$ cat src/rtl/prog_fetch.sv
// Instruction fetch sequencer: drives the program store address/load strobe,
// resolves jump and halt opcodes, and forwards other words through a 1-entry valid/ready register.
module prog_fetch #(
  parameter int          ADDR_W  = 4,
  parameter int          DATA_W  = 32,
  parameter logic [3:0]  JMP_OP  = 4'hA,
  parameter logic [3:0]  HALT_OP = 4'hF,
  parameter int          MAX_JMP = 16
) (
  input  logic              c,
  input  logic              rst,
  input  logic              run,
  input  logic [ADDR_W-1:0] start_a,
  output logic [ADDR_W-1:0] a,
  output logic              ld,
  input  logic [DATA_W-1:0] d,
  output logic [DATA_W-1:0] ir,
  output logic              ir_v,
  input  logic              ir_rdy,
  output logic [ADDR_W-1:0] pc,
  output logic              halted,
  output logic              err
);

  localparam int CNT_W = $clog2(MAX_JMP + 1);

  typedef enum logic [1:0] {IDLE, FETCH, HALT} state_t;

  state_t           state, state_nx;
  logic [CNT_W-1:0] jmp_cnt, jmp_inc;
  logic [3:0]       op;
  logic             cap, is_halt, is_jmp, fwd, start, runaway;

  assign op      = d[DATA_W-1 -: 4];
  assign cap     = ld;
  assign is_halt = cap && (op == HALT_OP);
  assign is_jmp  = cap && (op == JMP_OP) && !is_halt;
  assign fwd     = cap && !is_halt && !is_jmp;
  assign jmp_inc = jmp_cnt + 1'b1;
  // The counter stops exactly at MAX_JMP because that jump also forces HALT.
  assign runaway = is_jmp && (jmp_inc == CNT_W'(MAX_JMP));
  assign start   = (state != FETCH) && run;
  assign a       = pc;

  always_ff @(posedge c) begin
    if (rst) state <= IDLE;
    else     state <= state_nx;
  end

  always_comb begin
    state_nx = state;
    case (state)
      IDLE, HALT: if (run) state_nx = FETCH;
      FETCH:      if (is_halt || runaway) state_nx = HALT;
      default:    state_nx = IDLE;
    endcase
  end

  always_comb begin
    ld     = 1'b0;
    halted = 1'b0;
    case (state)
      FETCH:   ld = !ir_v || ir_rdy;
      HALT:    halted = 1'b1;
      default: ;
    endcase
  end

  always_ff @(posedge c) begin
    if (rst) begin
      pc      <= '0;
      jmp_cnt <= '0;
      ir      <= '0;
      ir_v    <= 1'b0;
      err     <= 1'b0;
    end else begin
      if (start) begin
        pc      <= start_a;
        jmp_cnt <= '0;
        err     <= 1'b0;
      end else if (is_jmp) begin
        pc      <= d[ADDR_W-1:0];
        jmp_cnt <= jmp_inc;
        if (runaway) err <= 1'b1;
      end else if (fwd) begin
        pc      <= pc + 1'b1;
        jmp_cnt <= '0;
      end

      // A same-edge capture replaces the accepted word with no bubble.
      if (fwd) begin
        ir   <= d;
        ir_v <= 1'b1;
      end else if (ir_v && ir_rdy) begin
        ir_v <= 1'b0;
      end
    end
  end

endmodule

$ cat config.mk
export PLATFORM = sky130hd
export DESIGN_NAME = prog_fetch
export DESIGN_NICKNAME = d
export VERILOG_FILES = /design/src/rtl/prog_fetch.sv
export SDC_FILE = /design/constraint.sdc
export NUM_CORES = 1
export LEC_CHECK = 0
export BUFFER_PORTS_ARGS = -buffer_cell sky130_fd_sc_hd__clkbuf_2
export CAP_MARGIN = 20
export CORE_UTILIZATION = 47
export DETAILED_ROUTE_END_ITERATION = 6
export PLACE_DENSITY = 0.91
export SYNTH_ARGS = -nofsm -noshare
export SYNTH_HDL_FRONTEND = slang
export SYNTH_SLANG_ARGS = --single-unit
$ cat constraint.sdc
create_clock -name c -period 1.9 [get_ports c]
set_clock_uncertainty 0.2 [all_clocks]
set_input_delay 0.38 -clock c [delete_from_list [all_inputs] [get_ports c]]
set_output_delay 0.38 -clock c [all_outputs]
set_load 0.005 [all_outputs]
==> summary.md, run 1 <==
| Metric | Value |
|---|---|
| CTS tree | `yes` |
| Hold/Removal Path Class | `in2reg` |
| Drt pass-1 iters | `4` |
| Vias/cell | `5.33` |
| Post-synth top area cell | `dfxtp_1` |
| Nets@finish | `364` |
| Worst-skew pair later-pin latency | `0.29 ns` |
| Pwr Total | `2.05 mW` |
| Largest net degree at the start of global routing | `26` |
| Ant diodes | `0` |
| Setup crit start kind | `register` |
| Mapped Cells | `around 230` |
| Yosys cell types | `44` |
| DIE AREA | `4330 um2` |
| Rows | `22` |
| Top_reg_cell synth | `dfxtp_1` |
| GRT Resource Usage Total | `23.8%` |
| Kind of end point of the critical path | `register` |
| Vert. Die Dim | `65.8 um` |
| Wire length per cell | `~13 um` |
| Maximum VDD drop | `between 600 and 700 uV` |
| GR peak layer | `met2` |
| Critical Path AT | `1.78 ns` |
| Register clock-pin slew on the reported worst setup and hold paths | `0.08 ns` |
| Synth Cell Area | `1920 um2` |
| Final hold vios | `0` |
| Run status | `finished, final reports clean` |
| Floorplan core area | `around 3800 um2` |
| # setup viols final | `0` |
| Syn_nets | `approximately 280` |
| Pwr Density | `approximately 800 nW/um2` |
| Met3 Use GR | `slightly below 8%` |
| Fmax | `roughly 560 MHz` |
| LEAKAGE | `1.12 nW` |
| Syn avg cell area | `8.22 um2` |
| Post-synth top area share | `47.0%` |
| Antenna viol nets, final | `0` |
| Chip Width | `65.8 um` |
| FILL cells | `about 330` |
| Share of async-settable or async-resettable flops after synthesis | `0%` |
| Final hold slack | `just over 0.09 ns` |
| Clk sinks | `between 40 and 50` |
| Hold Buf Count CTS | `0` |
| GPL Wtd Cong | `0.905` |
| WP data required | `1.89 ns` |
| Setup CP Type | `reg2reg` |
| M2 GR Usage | `around two fifths` |
| Ranking of synthesized cells by area | `dfxtp_1 47%, nand2_1 12%, a21oi_1 8.4%, nand3_1 2.4%, ha_1 2.0%` |
| Area Growth Syn to Fin | `33.5%` |
| Initial antenna violation count | `0` |
| GR Overflow Total | `0` |
| RSZ-0062 raised after global routing | `no` |
| Period utilization | `94.4%` |
| I/O pins | `84` |
| Synthesis Warnings | `0` |
| Register area share after synthesis | `47.0%` |
| Seq cells post-synth | `45` |
| First-pass GRT wire length | `7770 um` |
| Fin Setup TNS | `0 ns` |
| Share of layout cells above drive strength 1 | `34.2%` |
| Starting density of the core | `50.8%` |
| Iter 0 DRT Violations | `141` |
| Final Core Density | `67.8%` |
| Root Buffer | `clkbuf_8` |
| CTS buffer count | `5` |
| Vias in the first global route | `~1,700` |
| # resized after CTS | `0` |
| Clk buf depth | `2` |
| Worst Path Max Fanout | `7` |
| Worst-Margin Slew | `0.372 ns` |
| Max H-tree Level | `2` |
| Drt total wl | `slightly below 5000 um` |
| Post-CTS Repair Setup Buffers | `0` |
| Routing usage on met1 | `29.0%` |
| Via count | `1,972` |
| Detailed Place HPWL | `3620 um` |
| DRC | `0` |
| Fin crit period | `1.79 ns` |
| Max Cap Viol | `0` |
| Post-synth EDFFs | `0` |
| Relative slew slack | `about three quarters` |
| Slew Viols, Final | `0` |
| Port buffer count | `between 80 and 90` |
==> power breakdown <==
part	leakage [nW]	internal, mW	total (mW)	switching (mW)
logic	0.719	0.201	0.424	0.223
clock network	0.0385	0.260	0.569	0.309
registers	0.368	1.01	1.05	0.0434
==> per-layer routing <==
metal,part of all wire [%],routed length [um]
met5,0,0
met2,46,2230
met1,43,2050
met3,9.3,450
met4,1.7,81
==> flip-flops by register name, indices dropped and copies added, names as in the netlist <==
signal,count
ir,32
jmp_cnt,5
a,4
state,2
err,1
ir_v,1
==> per-stage QoR <==
stage | cell area, um2 | worst slack [ns] | instances
floorplan | 1920 | 0.175 | 233
global placement | 2460 | 0.0923 | 362
detailed placement | 2460 | -0.00178 | 362
CTS | 2550 | 0.0429 | 370
global route | 2560 | 0.0291 | 370
finish | 2560 | 0.107 | 370
==> area by class of cell <==
cell class                      instances  area (um2)  share of cell area (%)
Timing Repair Buffer                   99         573                    22.4
Multi-Input combinational cell        167         928                    36.3
Inverter                                3        11.3                   0.440
Tap cell                               48        60.1                    2.35
Clock inverter                          1        7.51                   0.294
Sequential cell                        45         901                    35.2
Clock buffer                            7        76.3                    2.98
==> path summary, 6_finish.rpt <==
check / startpoint / endpoint / slack (ns) / cells after the start
worst max register to register: jmp_cnt[1]$_SDFFE_PP0P_ / state[0]$_SDFFE_PP0P_ / 0.11 / 5
worst max-delay path: jmp_cnt[1]$_SDFFE_PP0P_ / state[0]$_SDFFE_PP0P_ / 0.11 / 5
worst min-delay path: d[24] / ir[24]$_SDFFE_PP0P_ / 0.09 / 3
worst min register to register: ir[26]$_SDFFE_PP0P_ / ir[26]$_SDFFE_PP0P_ / 0.25 / 2
==> synth_stat cells (2+ instances only) <==
cell type / number
a211oi_1: 2
a21oi_1: 32
a22oi_1: 3
a31oi_1: 3
a32oi_1: 2
and3_1: 3
buf_2: 5
buf_4: 4
clkbuf_1: 7
dfxtp_1: 45
ha_1: 3
inv_1: 3
nand2_1: 61
nand2b_1: 2
nand3_1: 9
nor2_1: 10
nor2b_1: 3
nor3_1: 5
nor4_1: 2
o21ai_1: 2
o31ai_1: 2
xnor2_1: 3
==> worst max-delay path: stages (launching register included) <==
cell and delay, ns:
dfxtp_1 0.44, ha_1 0.28, nand3_1 0.16, xnor2_1 0.17, o2111ai_1 0.18, a32o_1 0.25
==> logic make-up after synthesis <==
logic type / count (synthesis) / share of synthesized area [%]
DFF: 45 / 47.0
adders and majority gates: 3 / 1.96
AOI/OAI and AO/OA: 57 / 18.7
xor gates and xnor gates: 4 / 1.83
and+or+nand+nor: 103 / 24.8
buffers and inverters: 21 / 5.62
==> layout by cell type (no fill, tap or decap), drive strengths merged, types with 3 or more instances in the layout <==
master	count
a21oi	32
xnor2	3
inv	3
ha	3
and3	3
a31oi	3
buf	16
nand2	61
nand3	9
nor2	10
nor2b	3
nor3	6
a22oi	3
clkbuf	90
dfxtp	45
No activity file was read; power rests on OpenSTA's default activity.
==> run 2: changes to the inputs <==
- SETUP_SLACK_MARGIN: default -> 0.4
==> summary.md, run 2 (same netlist as run 1, synthesis figures left out) <==
| Metric | Value |
|---|---|
| Setup CP Type | `reg2reg` |
| I/O pins | `84 (unchanged)` |
| Worst path most repeated cell | `buf_6` |
| Placed inst area | `2470 um2 (+0.46%)` |
| Run status | `finished, final reports clean` |
| Reg2reg start | `state[1]$_SDFFE_PP0P_` |
| Worst-skew pair later-pin latency | `0.30 ns (about the same)` |
| Wire length per cell | `22.4 um (+72%)` |
| Max H-tree Level | `2 (unchanged)` |
| Setup crit start kind | `register` |
| Vias in the first global route | `2,073 (+19%)` |
| Register clock-pin slew on the reported worst setup and hold paths | `0.09 ns (about the same)` |
| RSZ-0062 raised after global routing | `yes` |
| Clk sinks | `45 (unchanged)` |
| Final hold vios | `0 (unchanged)` |
| Slowest cell on crit path | `dfxtp_2` |
| Starting density of the core | `50.8% (unchanged)` |
| Clk buf depth | `2 (unchanged)` |
| Commonest non-fill, non-tap cells in the layout | `83 x clkbuf_2, 39 x nand2_1, 37 x dfxtp_1, 18 x a21oi_2, 15 x buf_4` |
| DIE AREA | `4330 um2 (unchanged)` |
| Via count | `2,441 (+24%)` |
| Pwr Total | `2.50 mW (+22%)` |
| Kind of end point of the critical path | `register` |
| R2R Setup Slk | `0.04 ns (-0.06 ns)` |
| GRT Resource Usage Total | `28.0% (+4.2 points)` |
| Drt pass-1 iters | `5 (+1)` |
| Nets@finish | `381 (+4.7%)` |
| Relative slew slack | `73.7% (-1.5 points)` |
| Pre-CTS setup slack | `-0.105 ns (-0.103 ns)` |
| # setup viols final | `0 (unchanged)` |
| Drt total wl | `8640 um (+79%)` |
| Share of layout cells above drive strength 1 | `60.1% (+26 points)` |
| Antenna viol nets, final | `0 (unchanged)` |
| GPL Wtd Cong | `0.863 (-4.6%)` |
| WHS Path Cells | `3 (unchanged)` |
| CP cell instances | `nand2b_4 -> buf_6 -> a311oi_4 -> buf_6 -> buf_12 -> nand2_1 -> a21oi_1` |
| Vert. Die Dim | `65.8 um (unchanged)` |
| Fmax | `539 MHz (-3.4%)` |
| Largest net degree at the start of global routing | `27 (+3.8%)` |
| Reg-to-Reg End | `ir[8]$_SDFFE_PP0P_` |
| Area Growth Syn to Fin | `68.3%` |
| Min-delay src | `d[25]` |
| Ant diodes | `0 (unchanged)` |
| Hold Buf Count CTS | `0 (unchanged)` |
| Worst Slack Setup Final | `0.0440 ns (-0.0626 ns)` |
| GR Overflow Total | `0 (unchanged)` |
| FILL cells | `167 (-49%)` |
| DRC | `0 (unchanged)` |
| LEAKAGE | `1.38 nW (+23%)` |
| CTS tree | `yes` |
| First-pass GRT wire length | `9220 um (+19%)` |
| Iter 0 DRT Violations | `210 (+49%)` |
| Root Buffer | `clkbuf_8` |
| Initial antenna violation count | `0 (unchanged)` |
| Max Cap Viol | `0 (unchanged)` |
| Port buffer count | `83 (unchanged)` |
| CTS buffer count | `5 (unchanged)` |
| Fin Setup TNS | `0 ns (unchanged)` |
| Period utilization | `97.7% (+3.3 points)` |
| Worst Path Max Fanout | `8 (+1)` |
| Leading cell type in the layout, fill and taps excluded | `clkbuf_2` |
| Largest register by flop count | `ir` |
| WP data required | `1.91 ns (+0.02 ns)` |
| Floorplan core area | `3770 um2 (unchanged)` |
| Final hold slack | `0.0890 ns (-0.00422 ns)` |
| Rows | `22 (unchanged)` |
| Critical Path AT | `1.86 ns (+0.08 ns)` |
| Fin crit period | `1.86 ns (+0.0626 ns)` |
| Vias/cell | `6.32 (+19%)` |
| Final std cell area, no fill | `3220 um2 (+26%)` |
| Maximum VDD drop | `788 uV (+31%)` |
| Reg2Reg Depth | `7 (+2)` |
| Slew Viols, Final | `0 (unchanged)` |
| Hold endpoint | `ir[25]$_SDFFE_PP0P_` |
| Worst-Margin Slew | `0.392 ns (+0.0202 ns)` |
| Storage cell area | `918 um2 (+1.9%)` |
| Detailed Place HPWL | `3760 um (+3.8%)` |
| Largest incremental delay on the critical path | `0.34 ns (-0.10 ns)` |
| Hold/Removal Path Class | `in2reg` |
| Pwr Density | `777 nW/um2 (-2.8%)` |
| Largest register FFs | `32 (unchanged)` |
| Chip Width | `65.8 um (unchanged)` |
| Area of the multi-input gates | `1310 um2 (+41%)` |
## run 2: cell count changes in the layout (fill, tap and decap cells not counted), sizes merged
cell,previous run,this run
clkinv,0,1
clkinvlp,1,0
bufinv,0,1
clkbuf,90,91
buf,16,30
## run 2: how the worst max path moves through the flow
stage | from | end | slack [ns] | cells after the start
floorplan | d[30] | jmp_cnt[4]$_SDFFE_PP0P_ | 0.19 | 5
global placement | d[30] | state[0]$_SDFFE_PP0P_ | -0.001 | 6
detailed placement | d[30] | jmp_cnt[3]$_SDFFE_PP0P_ | -0.10 | 6
CTS | state[1]$_SDFFE_PP0P_ | ld | 0.21 | 4
global route | state[0]$_SDFFE_PP0P_ | ir[8]$_SDFFE_PP0P_ | 0.05 | 7
finish | state[1]$_SDFFE_PP0P_ | ir[8]$_SDFFE_PP0P_ | 0.04 | 7
## run 2: where the power goes
part | internal, mW | switching [mW]
registers | 1.01 | 0.0620
clock network | 0.383 | 0.339
logic | 0.342 | 0.369
total | 1.73 | 0.771
## run 2: worst max-delay path: cells and delay by family (launching register included)
family / cells / cell delay [ns]
flops: 1 / 0.34
buf+inv: 3 / 0.42
simple gates: 2 / 0.24
compound gates: 2 / 0.55
## run 2: layout make-up
cell class / count / share of cell area, %
clock buffers: 5 / 2.14
clock inverters: 2 / 1.09
inverters: 3 / 0.349
multi-input cells: 167 / 40.6
flip-flops and latches: 45 / 28.5
well taps: 48 / 1.86
repair buffers: 116 / 25.5
## run 2: repair_timing
item | CTS | global route
buffers inserted | 11 | 1
setup endpoints to repair | 47 | 49
gates resized for setup | 30 | 73
cloned | 2 | 4
pin swaps | 10 | 40
## run 2: per-layer routing
layer	track usage, %	wire [um]	part of all wire, %
met4	11.1	495	5.7
met1	31.6	3190	37
met5	0	0	0
met2	48.9	4150	48
met3	8.28	796	9.2
## run 2: stage by stage
stage / instances / util [%]
after floorplan: 233 / -
after global placement: 361 / 65.6
after detailed placement: 361 / 65.6
after CTS: 381 / 74.7
after global routing: 386 / 85.5
final: 386 / 85.5
